===== src/rtl/axis_sum_exerciser_if.sv =====
// AXI-Stream bundle shared by the exerciser's stimulus and result ports.
// The master modport drives a stream; the slave modport accepts one.
interface axis_sum_exerciser_if #(
  parameter int DATA_WIDTH = 32
) ();

  logic                  TVALID;
  logic [DATA_WIDTH-1:0] TDATA;
  logic                  TLAST;
  logic                  TREADY;

  modport master (
    output TVALID,
    output TDATA,
    output TLAST,
    input  TREADY
  );

  modport slave (
    input  TVALID,
    input  TDATA,
    input  TLAST,
    output TREADY
  );

endinterface


===== src/rtl/axis_sum_exerciser.sv =====
// Traffic master and result checker for the stream summing accelerator.
// Sends num_pkts packets of an incrementing word pattern, accumulates the
// expected sum locally, then checks every returned result beat against it.
module axis_sum_exerciser #(
  parameter int DATA_WIDTH   = 32,
  parameter int PKT_WORDS    = 8,
  parameter int RESULT_WORDS = 8
) (
  input  logic                  ACLK,
  input  logic                  ARESETN,
  input  logic                  start,
  input  logic [DATA_WIDTH-1:0] seed,
  input  logic [15:0]           num_pkts,
  axis_sum_exerciser_if.master  m_axis,
  axis_sum_exerciser_if.slave   s_axis,
  output logic                  busy,
  output logic                  done,
  output logic [15:0]           pkt_count,
  output logic [15:0]           err_count
);

  // Index widths stay at least one bit so single-word packets still elaborate.
  localparam int TX_W = (PKT_WORDS > 1) ? $clog2(PKT_WORDS) : 1;
  localparam int RX_W = (RESULT_WORDS > 1) ? $clog2(RESULT_WORDS) : 1;
  localparam logic [TX_W-1:0] TX_LAST = TX_W'(PKT_WORDS - 1);
  localparam logic [RX_W-1:0] RX_LAST = RX_W'(RESULT_WORDS - 1);

  typedef enum logic [1:0] {
    IDLE = 2'd0,
    SEND = 2'd1,
    RECV = 2'd2,
    DONE = 2'd3
  } state_e;

  state_e                state_q, state_d;
  logic [DATA_WIDTH-1:0] word_q, word_d;
  logic [DATA_WIDTH-1:0] sum_q, sum_d;
  logic [TX_W-1:0]       tx_idx_q, tx_idx_d;
  logic [RX_W-1:0]       rx_idx_q, rx_idx_d;
  logic [15:0]           num_pkts_q, num_pkts_d;
  logic [15:0]           pkt_count_q, pkt_count_d;
  logic [15:0]           err_count_q, err_count_d;

  logic tx_hs;
  logic rx_hs;
  logic tx_is_last;
  logic rx_is_last;
  logic beat_bad;

  // Handshake and beat-quality decode; valid/ready on our side come
  // straight from the registered state, so these are glitch-free qualifiers.
  always_comb begin
    tx_hs      = (state_q == SEND) && m_axis.TREADY;
    rx_hs      = (state_q == RECV) && s_axis.TVALID;
    tx_is_last = (tx_idx_q == TX_LAST);
    rx_is_last = (rx_idx_q == RX_LAST);
    beat_bad   = (s_axis.TDATA != sum_q) || (s_axis.TLAST != rx_is_last);
  end

  // Next-state and datapath updates for the send/check sequencer.
  always_comb begin
    state_d     = state_q;
    word_d      = word_q;
    sum_d       = sum_q;
    tx_idx_d    = tx_idx_q;
    rx_idx_d    = rx_idx_q;
    num_pkts_d  = num_pkts_q;
    pkt_count_d = pkt_count_q;
    err_count_d = err_count_q;

    case (state_q)
      IDLE: begin
        if (start) begin
          num_pkts_d  = num_pkts;
          word_d      = seed;
          sum_d       = '0;
          tx_idx_d    = '0;
          rx_idx_d    = '0;
          pkt_count_d = '0;
          err_count_d = '0;
          state_d     = (num_pkts == 16'd0) ? DONE : SEND;
        end
      end

      SEND: begin
        if (tx_hs) begin
          sum_d  = sum_q + word_q;
          word_d = word_q + DATA_WIDTH'(1);
          if (tx_is_last) begin
            tx_idx_d = '0;
            rx_idx_d = '0;
            state_d  = RECV;
          end else begin
            tx_idx_d = tx_idx_q + TX_W'(1);
          end
        end
      end

      RECV: begin
        if (rx_hs) begin
          if (beat_bad && (err_count_q != 16'hFFFF)) begin
            err_count_d = err_count_q + 16'd1;
          end
          if (rx_is_last) begin
            rx_idx_d    = '0;
            sum_d       = '0;
            pkt_count_d = pkt_count_q + 16'd1;
            state_d     = ((pkt_count_q + 16'd1) == num_pkts_q) ? DONE : SEND;
          end else begin
            rx_idx_d = rx_idx_q + RX_W'(1);
          end
        end
      end

      DONE: begin
        state_d = IDLE;
      end

      default: begin
        state_d = IDLE;
      end
    endcase
  end

  // State and datapath registers; reset abandons any packet in flight.
  always_ff @(posedge ACLK or negedge ARESETN) begin
    if (!ARESETN) begin
      state_q     <= IDLE;
      word_q      <= '0;
      sum_q       <= '0;
      tx_idx_q    <= '0;
      rx_idx_q    <= '0;
      num_pkts_q  <= '0;
      pkt_count_q <= '0;
      err_count_q <= '0;
    end else begin
      state_q     <= state_d;
      word_q      <= word_d;
      sum_q       <= sum_d;
      tx_idx_q    <= tx_idx_d;
      rx_idx_q    <= rx_idx_d;
      num_pkts_q  <= num_pkts_d;
      pkt_count_q <= pkt_count_d;
      err_count_q <= err_count_d;
    end
  end

  assign m_axis.TVALID = (state_q == SEND);
  assign m_axis.TDATA  = word_q;
  assign m_axis.TLAST  = (state_q == SEND) && tx_is_last;
  assign s_axis.TREADY = (state_q == RECV);

  assign busy      = (state_q != IDLE);
  assign done      = (state_q == DONE);
  assign pkt_count = pkt_count_q;
  assign err_count = err_count_q;

endmodule


===== src/flat_wrapper.sv =====
// flat-port wrapper written by rule: the top's interface ports become plain ports
module axis_sum_exerciser_flat 
#(
  parameter int DATA_WIDTH   = 32,
  parameter int PKT_WORDS    = 8,
  parameter int RESULT_WORDS = 8
)
  (ACLK, ARESETN, start, seed, num_pkts, busy, done, pkt_count, err_count, m_axis_TVALID, m_axis_TDATA, m_axis_TLAST, m_axis_TREADY, s_axis_TVALID, s_axis_TDATA, s_axis_TLAST, s_axis_TREADY);
  axis_sum_exerciser_if #(.DATA_WIDTH(DATA_WIDTH)) m_axis_i ();
  axis_sum_exerciser_if #(.DATA_WIDTH(DATA_WIDTH)) s_axis_i ();
  input  logic ACLK;
  input  logic ARESETN;
  input  logic start;
  input  logic [DATA_WIDTH-1:0] seed;
  input  logic [15:0] num_pkts;
  output logic busy;
  output logic done;
  output logic [15:0] pkt_count;
  output logic [15:0] err_count;
  output wire logic [$bits(m_axis_i.TVALID)-1:0] m_axis_TVALID;
  output wire logic [$bits(m_axis_i.TDATA)-1:0] m_axis_TDATA;
  output wire logic [$bits(m_axis_i.TLAST)-1:0] m_axis_TLAST;
  input wire logic [$bits(m_axis_i.TREADY)-1:0] m_axis_TREADY;
  input wire logic [$bits(s_axis_i.TVALID)-1:0] s_axis_TVALID;
  input wire logic [$bits(s_axis_i.TDATA)-1:0] s_axis_TDATA;
  input wire logic [$bits(s_axis_i.TLAST)-1:0] s_axis_TLAST;
  output wire logic [$bits(s_axis_i.TREADY)-1:0] s_axis_TREADY;
  assign m_axis_TVALID = m_axis_i.TVALID;
  assign m_axis_TDATA = m_axis_i.TDATA;
  assign m_axis_TLAST = m_axis_i.TLAST;
  assign m_axis_i.TREADY = m_axis_TREADY;
  assign s_axis_i.TVALID = s_axis_TVALID;
  assign s_axis_i.TDATA = s_axis_TDATA;
  assign s_axis_i.TLAST = s_axis_TLAST;
  assign s_axis_TREADY = s_axis_i.TREADY;
  axis_sum_exerciser #(.DATA_WIDTH(DATA_WIDTH), .PKT_WORDS(PKT_WORDS), .RESULT_WORDS(RESULT_WORDS)) u_core (.ACLK(ACLK), .ARESETN(ARESETN), .start(start), .seed(seed), .num_pkts(num_pkts), .m_axis(m_axis_i), .s_axis(s_axis_i), .busy(busy), .done(done), .pkt_count(pkt_count), .err_count(err_count));
endmodule

===== config.mk =====
export PLATFORM = sky130hd
export DESIGN_NAME = axis_sum_exerciser_flat
export DESIGN_NICKNAME = d
export VERILOG_FILES = /design/src/rtl/axis_sum_exerciser_if.sv /design/src/rtl/axis_sum_exerciser.sv /design/src/flat_wrapper.sv
export SDC_FILE = /design/constraint.sdc
export NUM_CORES = 1
export LEC_CHECK = 0
export CAP_MARGIN = 10
export CORE_UTILIZATION = 55
export CTS_BUF_LIST = sky130_fd_sc_hd__clkbuf_8
export DETAILED_ROUTE_END_ITERATION = 10
export PLACE_DENSITY = 0.84
export SYNTH_ARGS = -nofsm -noshare
export SYNTH_HDL_FRONTEND = slang
export SYNTH_SLANG_ARGS = --single-unit

===== constraint.sdc =====
create_clock -name ACLK -period 5 [get_ports ACLK]
set_input_delay 1.25 -clock ACLK [delete_from_list [all_inputs] [get_ports ACLK]]
set_output_delay 1.25 -clock ACLK [all_outputs]
set_load 0.03 [all_outputs]

==> metrics <==
Placement Cell Area 0.00980 mm2; Seq pwr share 29.5%; RD Place Congestion 1.01; WP buf/inv 5; Num CTS Buffers 17; Nets 1240; crit path cell chain inv_2 > nand2_1 > buf_4 > inv_2 > buf_4 > clkdlybuf4s50_1; CTS resizes 0; EDFF count, synth 0; Final min period 4.05 ns; Synth area leader dfrtp_1; vias per cell 6.28; DRC violations left 0; sw frac 48.7%; clock transition at the registers of the reported paths 0.08 ns; Routed WL per cell 18.8 um; CTS tree built; Critical Path AT 2.80 ns; Cell Rows 43; Gate power share 56.8%; Max H-tree Level 4; placed cells 1276; Slowest-stage cell, CP clkdlybuf4s50_1; # IOs 155; Max VDD drop 0.365 mV; Setup TNS 0 ns; synth top area cells dfrtp_1 (37%), xnor2_1 (7.5%), nand2_1 (7.2%), ha_1 (5.9%), o21ai_0 (4.8%); Iteration-0 DRC Markers 742; global-route usage over all layers 33.9%; worst-case clock buffer depth 2; iteration count of the initial detailed-routing pass 6; Pwr per Cell Area 599 mW/mm2; Seq cells post-synth 120; Tcrit/Tclk final 81.0%; CORE AREA 0.0141 mm2; Num Clock Sinks 120; Max Cap Viol 0; Max Clock Skew 0.0145 ns; Routed WL 24600 um; proportion of netlist area held by the largest area contributor 37.1%; pin count of the biggest net entering global routing 76; Die Height 123 um; Worst slew margin 33.2%; Min Hold Slack 0.496 ns; min setup slack post-route 0.948 ns; most instantiated cells after synthesis nand2_1 (156), dfrtp_1 (120), o21ai_0 (78); Routed Antenna Nets 0; RSZ-0062 raised after global routing no; initial antenna violation count 0; Worst Path Required 3.75 ns; Post-CTS Hold Fix Bufs 0; Worst Path Max Fanout 35; Clk pwr share 13.8%; Switch Pwr 2.97 mW; Internal 3.13 mW; Final Setup Violations 0; Root Buffer clkbuf_8; later-pin clock latency in the skew report 0.45 ns; Die W 123 um; count of different cell masters after synthesis 71; sequential fraction of the synthesis area 37.1%; worst hold path type flip-flop to flip-flop; Power, Total 6.10 mW; Final Hold Fails 0; Initial Util 57.4%; Crit path max-delay family buffers and inverters; post-synthesis async set-or-reset flop share 100%; multi-input logic area 0.00488 mm2; pre-CTS setup slack 1.32 ns; Syn Area/Cell 8.34 um2; post-CTS setup buffers 0; IO buf count 154; CP startpoint kind flip-flop; count leader, synth nand2_1; area of the mapped netlist 0.00809 mm2; Slew Viols, Final 0; final core utilization 72.2%; crit-path max cell delay 0.74 ns; DP HPWL 18200 um; FILL cells 1121; first-pass GRT wire length 38800 um; fraction of layout cells with a size suffix above 1 5.41%; Post-synth top flop dfrtp_1; register area 0.00300 mm2; Tightest Pin Transition 1.00 ns; vias post-DR 8208; status finished, final reports clean; leak pwr 4.33 nW; syn_nets 1095; grt total ovfl 0; vias in the first global route 7593; Setup crit end kind output pin; fin area 0.0102 mm2; synthesized instance count 970; Ant. Diodes 0; die area 0.0152 mm2; WS Path Type flip-flop to output pin; Achievable Freq 0.247 GHz; final cell count without fillers 1308; Yosys warning total 0; Area growth, synth to finish 25.7%
sequential cells by signal (all words and copies together) (netlist names):
signal,cells
u_core.pkt_count,16
u_core.m_axis.TDATA,32
u_core.state_q,2
u_core.sum_q,32
u_core.num_pkts_q,16
u_core.err_count,16
u_core.rx_idx_q,3
u_core.tx_idx_q,3
worst reg2reg max path: stages (launching register included):
cell and delay (ns):
dfrtp_1 0.58, ha_1 0.30, inv_1 0.08, fa_1 0.40
and2b_1 0.25, o31ai_2 0.11, a2111oi_2 0.35, o2111ai_1 0.25
a211oi_1 0.38, o211ai_1 0.17, a21o_1 0.18, a32o_1 0.25
placed cells by master (no fill, tap or decap), types with 3 or more instances in the layout:
cell type / instances
o21ai_0: 78
nor4_1: 11
a32o_1: 7
nand2_1: 156
and3_1: 22
and2_1: 7
a21oi_1: 77
a31oi_1: 6
dfrtp_1: 120
ha_1: 38
or3_1: 7
clkinv_2: 5
nand2b_1: 6
a21o_1: 14
nand4_1: 20
o22ai_1: 15
a22oi_1: 4
o31ai_1: 14
o21bai_1: 3
clkdlybuf4s50_1: 153
clkbuf_8: 20
a211oi_1: 9
o21ai_1: 9
xnor2_1: 69
buf_4: 13
clkinv_4: 3
xor2_1: 24
inv_1: 14
inv_2: 3
o21a_1: 6
nor2_1: 74
nand3_1: 40
a22o_1: 4
nor3_1: 17
and4_1: 5
power by group through the flow:
stage	combinational, mW	sequential (mW)	clock, mW
after floorplan	2.24	1.85	0
after global placement	3.32	1.77	0
after detailed placement	3.41	1.78	0
after CTS	3.42	1.77	0.850
after global routing	3.79	1.83	0.889
final	3.46	1.80	0.839
cell families (layout without fill, tap and decap cells):
| kind of cell | after synthesis | in the layout | share of synthesized area, % |
|---|---|---|---|
| AND/OR/NAND/NOR | 382 | 382 | 21.9 |
| AO/OA/AOI/OAI | 277 | 277 | 21.6 |
| flip-flops | 120 | 120 | 37.1 |
| XOR/XNOR | 93 | 93 | 10.1 |
| buffers and inverters | 56 | 214 | 2.64 |
| adder cells (fa/ha/maj) | 39 | 39 | 6.12 |
| multiplexers | 3 | 3 | 0.526 |
layout make-up:
cell class / count / area share [%]
clock inverter: 12 / 0.996
timing repair buffer: 166 / 16.0
sequential: 120 / 29.5
tap: 180 / 2.21
multi-input combinational: 794 / 48.0
clock buffer: 20 / 2.71
inverter: 16 / 0.590
metal layers:
| metal | wire length [um] | up-vias | GRT usage (%) | share of wire (%) |
|---|---|---|---|---|
| li1 | - | 3807 | - | - |
| met1 | 10300 | 3902 | 46.9 | 42 |
| met2 | 11100 | 433 | 51.7 | 45 |
| met3 | 2400 | 66 | 6.73 | 9.7 |
| met4 | 783 | 0 | 14.4 | 3.2 |
| met5 | 0 | - | 0 | 0 |
path summary, 6_finish.rpt:
check | from | to | slack, ns | depth (start not counted)
min | u_core.tx_idx_q[1] | u_core.tx_idx_q[1] | 0.50 | 2
max in group asynchronous | ARESETN | u_core.sum_q[27] | 3.06 | 2
max | u_core.state_q[1] | m_axis_TVALID | 0.95 | 6
min reg2reg | u_core.tx_idx_q[1] | u_core.tx_idx_q[1] | 0.50 | 2
min in group asynchronous | ARESETN | u_core.m_axis.TDATA[9] | 0.96 | 1
max reg2reg | u_core.m_axis.TDATA[0] | u_core.sum_q[30] | 1.58 | 11
Power figures use the tool's default switching activity.
